[config.mk]
export PLATFORM = sky130hd
export DESIGN_NAME = spi_slv_regs
export DESIGN_NICKNAME = d
export VERILOG_FILES = /design/src/rtl/spi_slv_regs.sv
export SDC_FILE = /design/constraint.sdc
export NUM_CORES = 1
export LEC_CHECK = 0
export BUFFER_PORTS_ARGS = -buffer_cell sky130_fd_sc_hd__buf_2
export CORE_ASPECT_RATIO = 1.25
export CORE_MARGIN = 3
export CORE_UTILIZATION = 35
export CTS_CLUSTER_DIAMETER = 150
export DETAILED_ROUTE_END_ITERATION = 10
export MAX_ROUTING_LAYER = met4
export SYNTH_ARGS = -nofsm -noshare
export SYNTH_HDL_FRONTEND = slang
export SYNTH_SLANG_ARGS = --single-unit
[constraint.sdc]
create_clock -name clk -period 2.65 [get_ports clk]
set_clock_uncertainty 0.2 [all_clocks]
set_input_delay 0.1325 -clock clk [delete_from_list [all_inputs] [get_ports clk]]
set_output_delay 0.1325 -clock clk [all_outputs]
set_load 0.01 [all_outputs]
[src/rtl/spi_slv_regs.sv]
// SPI mode-0 slave fronting a 2^AW-byte register file (cmd 0x02 write, 0x03 read).
// Build macro SPI_SLV_AUTOINC_EN: address auto-increments within a burst; otherwise it stays fixed.
module spi_slv_regs #(
  parameter int AW = 4
) (
  input  logic          clk,
  input  logic          rst_n,
  input  logic          spi_clk,
  input  logic          spi_ss,
  input  logic          spi_mosi,
  output logic          spi_miso,
  input  logic [AW-1:0] reg_addr_i,
  output logic [7:0]    reg_rdata_o,
  output logic          wr_pulse_o,
  output logic [AW-1:0] wr_addr_o
);

  localparam int DEPTH = 1 << AW;

  typedef enum logic [2:0] {
    IDLE = 3'd0,
    CMD  = 3'd1,
    ADDR = 3'd2,
    WR   = 3'd3,
    RD   = 3'd4,
    SKIP = 3'd5
  } state_t;

  state_t        state_q, state_d;
  logic [2:0]    sclk_sync_q;
  logic [2:0]    ss_sync_q;
  logic [1:0]    mosi_sync_q;
  logic [1:0]    vld_q;
  logic          arm_q, arm_d;
  logic [2:0]    bit_cnt_q, bit_cnt_d;
  logic [7:0]    rx_q, rx_d;
  logic [7:0]    tx_q, tx_d;
  logic [AW-1:0] addr_q, addr_d;
  logic [AW-1:0] addr_nxt_s;
  logic [AW-1:0] wr_addr_q, wr_addr_d;
  logic          dir_rd_q, dir_rd_d;
  logic          miso_q, miso_d;
  logic          pulse_q, pulse_d;
  logic          wr_en_s;
  logic [7:0]    byte_s;
  logic          sclk_rise_s, sclk_fall_s;
  logic          ss_fall_s, ss_rise_s;
  logic [7:0]    mem_q [DEPTH];

  // Bit [1] of each sync chain is the synchronized value, bit [2] its previous sample.
  assign sclk_rise_s = sclk_sync_q[1] & ~sclk_sync_q[2];
  assign sclk_fall_s = ~sclk_sync_q[1] & sclk_sync_q[2];
  assign ss_rise_s   = ss_sync_q[1] & ~ss_sync_q[2];
  assign ss_fall_s   = arm_q & ~ss_sync_q[1] & ss_sync_q[2];
  // A select held low across reset must not look like a fresh falling edge.
  assign arm_d       = arm_q | (vld_q[1] & ss_sync_q[1]);
  assign byte_s      = {rx_q[6:0], mosi_sync_q[1]};

`ifdef SPI_SLV_AUTOINC_EN
  assign addr_nxt_s = addr_q + {{(AW-1){1'b0}}, 1'b1};
`else
  assign addr_nxt_s = addr_q;
`endif

  assign reg_rdata_o = mem_q[reg_addr_i];
  assign spi_miso    = miso_q;
  assign wr_pulse_o  = pulse_q;
  assign wr_addr_o   = wr_addr_q;

  // Input synchronizers and post-reset arming of the select edge detector.
  always_ff @(posedge clk or negedge rst_n) begin
    if (!rst_n) begin
      sclk_sync_q <= 3'b000;
      ss_sync_q   <= 3'b111;
      mosi_sync_q <= 2'b00;
      vld_q       <= 2'b00;
      arm_q       <= 1'b0;
    end else begin
      sclk_sync_q <= {sclk_sync_q[1:0], spi_clk};
      ss_sync_q   <= {ss_sync_q[1:0], spi_ss};
      mosi_sync_q <= {mosi_sync_q[0], spi_mosi};
      vld_q       <= {vld_q[0], 1'b1};
      arm_q       <= arm_d;
    end
  end

  // Protocol FSM state and datapath registers.
  always_ff @(posedge clk or negedge rst_n) begin
    if (!rst_n) begin
      state_q   <= IDLE;
      bit_cnt_q <= 3'd0;
      rx_q      <= 8'h00;
      tx_q      <= 8'h00;
      addr_q    <= {AW{1'b0}};
      wr_addr_q <= {AW{1'b0}};
      dir_rd_q  <= 1'b0;
      miso_q    <= 1'b0;
      pulse_q   <= 1'b0;
    end else begin
      state_q   <= state_d;
      bit_cnt_q <= bit_cnt_d;
      rx_q      <= rx_d;
      tx_q      <= tx_d;
      addr_q    <= addr_d;
      wr_addr_q <= wr_addr_d;
      dir_rd_q  <= dir_rd_d;
      miso_q    <= miso_d;
      pulse_q   <= pulse_d;
    end
  end

  // Register file; a write lands on the clock after the 8th data rising edge.
  always_ff @(posedge clk or negedge rst_n) begin
    if (!rst_n) begin
      for (int i = 0; i < DEPTH; i++) begin
        mem_q[i] <= 8'h00;
      end
    end else if (wr_en_s) begin
      mem_q[addr_q] <= byte_s;
    end
  end

  // Next-state, shift and output logic.
  always_comb begin
    state_d   = state_q;
    bit_cnt_d = bit_cnt_q;
    rx_d      = rx_q;
    tx_d      = tx_q;
    addr_d    = addr_q;
    wr_addr_d = wr_addr_q;
    dir_rd_d  = dir_rd_q;
    miso_d    = miso_q;
    pulse_d   = 1'b0;
    wr_en_s   = 1'b0;

    if (ss_rise_s) begin
      state_d   = IDLE;
      bit_cnt_d = 3'd0;
      rx_d      = 8'h00;
      miso_d    = 1'b0;
    end else if (state_q == IDLE) begin
      miso_d = 1'b0;
      if (ss_fall_s) begin
        state_d   = CMD;
        bit_cnt_d = 3'd0;
        rx_d      = 8'h00;
      end else begin
        state_d = IDLE;
      end
    end else begin
      if (state_q != RD) begin
        miso_d = 1'b0;
      end else begin
        miso_d = miso_q;
      end

      if (sclk_rise_s) begin
        rx_d      = byte_s;
        bit_cnt_d = bit_cnt_q + 3'd1;
        if (bit_cnt_q == 3'd7) begin
          case (state_q)
            CMD: begin
              if (byte_s == 8'h02) begin
                state_d  = ADDR;
                dir_rd_d = 1'b0;
              end else if (byte_s == 8'h03) begin
                state_d  = ADDR;
                dir_rd_d = 1'b1;
              end else begin
                state_d = SKIP;
              end
            end
            ADDR: begin
              addr_d = byte_s[AW-1:0];
              if (dir_rd_q) begin
                state_d = RD;
                tx_d    = mem_q[byte_s[AW-1:0]];
              end else begin
                state_d = WR;
              end
            end
            WR: begin
              wr_en_s   = 1'b1;
              pulse_d   = 1'b1;
              wr_addr_d = addr_q;
              addr_d    = addr_nxt_s;
            end
            default: state_d = state_q;
          endcase
        end else begin
          state_d = state_q;
        end
      end else if (sclk_fall_s && (state_q == RD)) begin
        miso_d = tx_q[7];
        // The 8th falling edge of a byte puts out its LSB and preloads the next byte.
        if (bit_cnt_q == 3'd7) begin
          addr_d = addr_nxt_s;
          tx_d   = mem_q[addr_nxt_s];
        end else begin
          tx_d = {tx_q[6:0], 1'b0};
        end
      end else begin
        state_d = state_q;
      end
    end
  end

endmodule

After elaboration in Yosys (flattened, before gate mapping)
Index checks and enable logic that the tools add are counted.
{"block": "totals", "regBits": 171, "latch_bits": 0, "mem_bits_rw": 0, "romBits": 0, "inputBits": 9, "output_inout_bits": 14, "wordCells": 124, "mem_count": 0}
{"block": "op_classes", "add_sub_neg": 1, "mul": 0, "div": 0, "n_lt_le_gt_ge": 4, "eq_ne": 12, "shift": 0, "mux": 47, "bitwise_logic": 16, "reduce_logical": 14}
{"op": "$bwmux 128", "count": 1}
{"op": "$mux 8", "count": 13}
{"op": "$bmux 8 s4", "count": 3}
{"op": "$mux 3", "count": 11}
{"op": "$demux 8 s4", "count": 1}
{"op": "$mux 7", "count": 4}
{"op": "$eq 8x2->1 const B", "count": 2}
{"op": "$ge 5x5->1 const B", "count": 3}
{"op": "$not 4->5", "count": 3}
{"op": "$mux 1", "count": 13}
{"op": "$reduce_and 6->1", "count": 2}
{"op": "$reduce_and 5->1", "count": 2}
{"op": "$and 1x1->1", "count": 6}
{"op": "$eq 3x2->1 const B", "count": 2}
{"op": "$eq 3x3->1 const B", "count": 2}
{"op": "$ne 3x3->1 const B", "count": 2}
{"op": "$not 1->1", "count": 6}
{"op": "$pmux 3 s2", "count": 1}
{"op": "$reduce_bool 3->1", "count": 2}
{"op": "$lt 5x1->1 const B", "count": 1}
{"op": "$ne 2x1->1 const B", "count": 2}
{"op": "$reduce_bool 2->1", "count": 2}
{"op": "$reduce_bool 4->1", "count": 1}
{"op": "$add 3x1->3 const B", "count": 1}
{"op": "other kinds (7)", "count": 8}

Longest topological paths before layout
{"block": "depth", "depth_word": 8, "mapped_depth": 8, "depth_no_buf": 7}

Least setup slack after synthesis
Ideal clock, no wire load.
{"block": "synth_path", "path_kind": "register -> register", "from": "register bit_cnt_q[0]", "to": "register mem_q[24] (netlist bit)", "arrival_ns": 1.887, "t_required_ns": 2.325, "setup_slack_ns": 0.439, "stages_incl_launch_ff": 8, "synth_period_minus_slack_ns": 2.211, "path_cell_list": "dfrtp_1 ha_1 ha_1 nand2b_4 nor3b_4 nand3_4 nor4_4 mux2_2"}
{"block": "synth_via", "elab_chain_len": 5}
{"item": "start: declaration", "line": "35", "rtl": "logic [2:0] bit_cnt_q, bit_cnt_d;"}
{"item": "start signal: assignment", "line": "101", "rtl": "bit_cnt_q <= bit_cnt_d;"}
{"item": "$eq 3x3->1", "line": "160", "rtl": "if (bit_cnt_q == 3'd7) begin"}
{"item": "$mux 1", "line": "160"}
{"item": "$mux 1", "line": "157", "rtl": "if (sclk_rise_s) begin"}
{"item": "$mux 1", "line": "141", "rtl": "end else if (state_q == IDLE) begin"}
{"item": "$mux 1", "line": "136", "rtl": "if (ss_rise_s) begin"}
{"item": "end signal: indexed assignment", "line": "119", "rtl": "mem_q[addr_q] <= byte_s;"}
{"item": "end: declaration", "line": "48", "rtl": "logic [7:0] mem_q [DEPTH];"}
No other way between the ends.
A chain may end at the register's enable or synchronous reset.

Final worst setup path
{"block": "layout_path", "from": "register bit_cnt_q[0]", "to": "register mem_q[17] (netlist bit)"}
Same word-level chain as after synthesis.

==> flow_metrics.env <==
export IMPL_synth_area_leaders="dfrtp_1 (43%), mux4_2 (26%), mux2_2 (15%)"
export IMPL_comb_power_share_pct=12.4
export IMPL_synth_avg_cell_area_um2=15.18
export IMPL_vias=6203
export IMPL_grt_pass1_vias=6463
export IMPL_dieArea_mm2=0.02985
export IMPL_synth_top_area_share_pct=43.20
export IMPL_yosysTopAreaCell="dfrtp_1"
export IMPL_gp_congestion=0.8302
export IMPL_first_pass_iters=4
export IMPL_finalCritPeriodShare_pct=94.38
export IMPL_rsz0062_at_grt="no"
export IMPL_p_switching_uw=1661
export IMPL_grt_pass1_wl_um=41100
export IMPL_startpoint_type="flip-flop"
export IMPL_crit_family="simple AND/OR/NAND/NOR gates"
export IMPL_first_iter_violations=484
export IMPL_peakVddDrop_uv=311.2
export IMPL_wirelength_um=26640
export IMPL_hold_viol_final=1
export IMPL_internal_power_uw=4632
export IMPL_post_cts_buffers=0
export IMPL_critical_path_depth=7
export IMPL_cp_endpoint="mem_q[17]$_DFFE_PN0P_"
export IMPL_r2r_start="bit_cnt_q[0]$_DFFE_PN0P_"
export IMPL_grt_overflow_total=0
export IMPL_synth_cell_types=54
export IMPL_postSynth_asyncResetShare_pct=100.0
export IMPL_floorplan_initialDensity_pct=35.94
export IMPL_port_buffers=22
export IMPL_fin_crit_ns=2.501
export IMPL_yosysWarnings=0
export IMPL_crit_path_max_fanout=8
export IMPL_slew_headroom_pct=46.22
export IMPL_antenna_found_initial=0
export IMPL_leakage_uw=0.004847
export IMPL_final_util_pct=41.14
export IMPL_die_y_um=192.4
export IMPL_worst_path_buf_inv=0
export IMPL_cts_max_path_buffers=2
export IMPL_reg2reg_depth=7
export IMPL_outcome="complete, but fails checks"
export IMPL_yosys_most_used_dff="dfrtp_1"
export IMPL_r2r_end="mem_q[17]$_DFFE_PN0P_"
export IMPL_layout_drive_gt1_share_pct=53.27
export IMPL_syn_nets=652
export IMPL_io_pins=23
export IMPL_crit_type="flip-flop to flip-flop"
export IMPL_p_per_area_mw_per_mm2=564.9
export IMPL_hold_class="input port to async pin"
export IMPL_drc_errors=0
export IMPL_cts_buffers=17
export IMPL_cp_cell_sequence="ha_1, ha_1, nand2b_4, nor3b_4, nand3_4, nor3_4, mux2_2"
export IMPL_synth_seq_area_share_pct=44.01
export IMPL_synth_edf_count=0
export IMPL_post_cts_resized=0
export IMPL_p_sw_share_pct=26.39
export IMPL_yosysMostFrequentCell="dfrtp_1"
export IMPL_fmax_mhz=399.8
export IMPL_fin_area_mm2=0.01114
export IMPL_tightest_slew_ns=0.8066
export IMPL_die_x_um=155.1
export IMPL_critPathMaxStageDelay_ns=0.48
export IMPL_synth_cell_area_mm2=0.009732
export IMPL_n_antenna_cell=0
export IMPL_pwr_share_seq_pct=44.4
export IMPL_worstPathRequired_ns=2.77
export IMPL_placed_cells=998
export IMPL_grt_use_total_pct=19.18
export IMPL_area_growth_pct=14.48
export IMPL_synth_commonest_cells="dfrtp_1 (168), mux2_2 (133), mux4_2 (111)"
export IMPL_clk_pin_slew_worst_paths_ns=0.07
export IMPL_timing_final_ws_setup_ns=0.1489
export IMPL_post_dp_hpwl_um=17970
export IMPL_worstSetupEndpointType="flip-flop"
export IMPL_cts_root_buffer="clkbuf_16"
export IMPL_drtAntennaViolNets=0
export IMPL_instances_no_fill=1034
export IMPL_drv_cap=0
export IMPL_tritoncts="built"
export IMPL_crit_start="bit_cnt_q[0]$_DFFE_PN0P_"
export IMPL_cp_slowest_cell="nor3_4"
export IMPL_grt_max_degree=77
export IMPL_placed_area_mm2=0.01046
export IMPL_timing_final_max_slew_violations=0
export IMPL_insertion_delay_ns=0.44
export IMPL_viasPerCell=5.999
export IMPL_clock_power_share_pct=43.3
export IMPL_ys_seq_elements=171
export IMPL_final_nets=687
export IMPL_seq_area_mm2=0.004288
export IMPL_rrSetupSlack_ns=0.15
export IMPL_syn_inst=641
export IMPL_cts_sinks=171
export IMPL_nFillCells=2441
export IMPL_rows=67
export IMPL_violations="hold timing"
export IMPL_dp_slack_ns=0.1788
export IMPL_path_common_cell="ha_1"
export IMPL_tns_ns=0
export IMPL_multi_input_area_mm2=0.005146
export IMPL_h_tree_depth=4
export IMPL_arrival_ns=2.62
export IMPL_final_setup_viol_count=0
export IMPL_core_mm2=0.02708
export IMPL_wire_per_inst_um=25.77
export IMPL_hold_slack_ns=-0.008292
cell families after synthesis:
group,after synthesis,share of synthesized area [%]
compound gates,57,4.024
fa+ha+maj,2,0.2571
buf+inv,66,3.111
flops,171,44.01
mux,268,43.62
other cells,1,0.03853
simple gates,76,4.937
placed cells by master (no fill, tap or decap), drive strengths merged, types with 9 or more instances in the layout:
cell and instances:
dfrtp 168, mux2 139, mux4 111, buf 67, nand2 29, clkbuf 19
mux2i 18, inv 16, nor2 15, o21ai 13, a22o 9, a21oi 9
layout make-up:
cell class                      count  share of cell area (%)
Multi-Input combinational cell    404                   46.19
Clock buffer                       19                   4.066
Sequential cell                   171                   38.49
Timing Repair Buffer               71                   5.335
Clock inverter                     13                   1.673
Inverter                           11                  0.3706
Tap cell                          345                   3.875
flip-flops by register name (all words and copies together), names as in the netlist, 3 cells and up:
name	cells
tx_q	8
state_q	3
rx_q	7
bit_cnt_q	3
addr_nxt_s	4
sclk_sync_q	3
wr_addr_o	4
mem_q	128
ss_sync_q	3
metrics by stage:
stage | hold slack (ns) | total power, uW
2_1_floorplan | -0.3631 | 3322
3_3_place_gp | -0.09105 | 3607
3_5_place_dp | -0.09614 | 3625
4_1_cts | 0.01301 | 6356
5_1_grt | 0.04881 | 6527
6_report | -0.008292 | 6293
layer usage:
metal	track usage (%)	wire, um	up-vias
met4	7.883	986	0
met1	23.85	10890	3399
li1	-	-	2586
met2	31.44	13660	168
met3	3.096	1104	50
met5	-	0	-
worst min path at each step:
stage	from	to	slack (ns)
finish	rst_n	mem_q[57]$_DFFE_PN0P_	-0.008
global route	rst_n	mem_q[57]$_DFFE_PN0P_	0.05
CTS	rst_n	mem_q[57]$_DFFE_PN0P_	0.01
detailed placement	rst_n	mem_q[57]$_DFFE_PN0P_	-0.1
global placement	rst_n	mem_q[121]$_DFFE_PN0P_	-0.09
floorplan	rst_n	addr_nxt_s[0]$_DFFE_PN0P_	-0.36
repair_timing:
item	4_1_cts	5_1_grt
hold buffers	4	0
endpoints found under the setup margin	0	0
hold endpoints to repair	171	0
power groups by stage:
stage | combinational, uW | clock (uW) | sequential [uW]
6_report | 777 | 2720 | 2790
5_1_grt | 839 | 2880 | 2800
4_1_cts | 787 | 2780 | 2790
3_5_place_dp | 782 | 0 | 2840
3_3_place_gp | 768 | 0 | 2840
2_1_floorplan | 603 | 0 | 2720
Note: power is estimated with default switching activity, not from simulation.
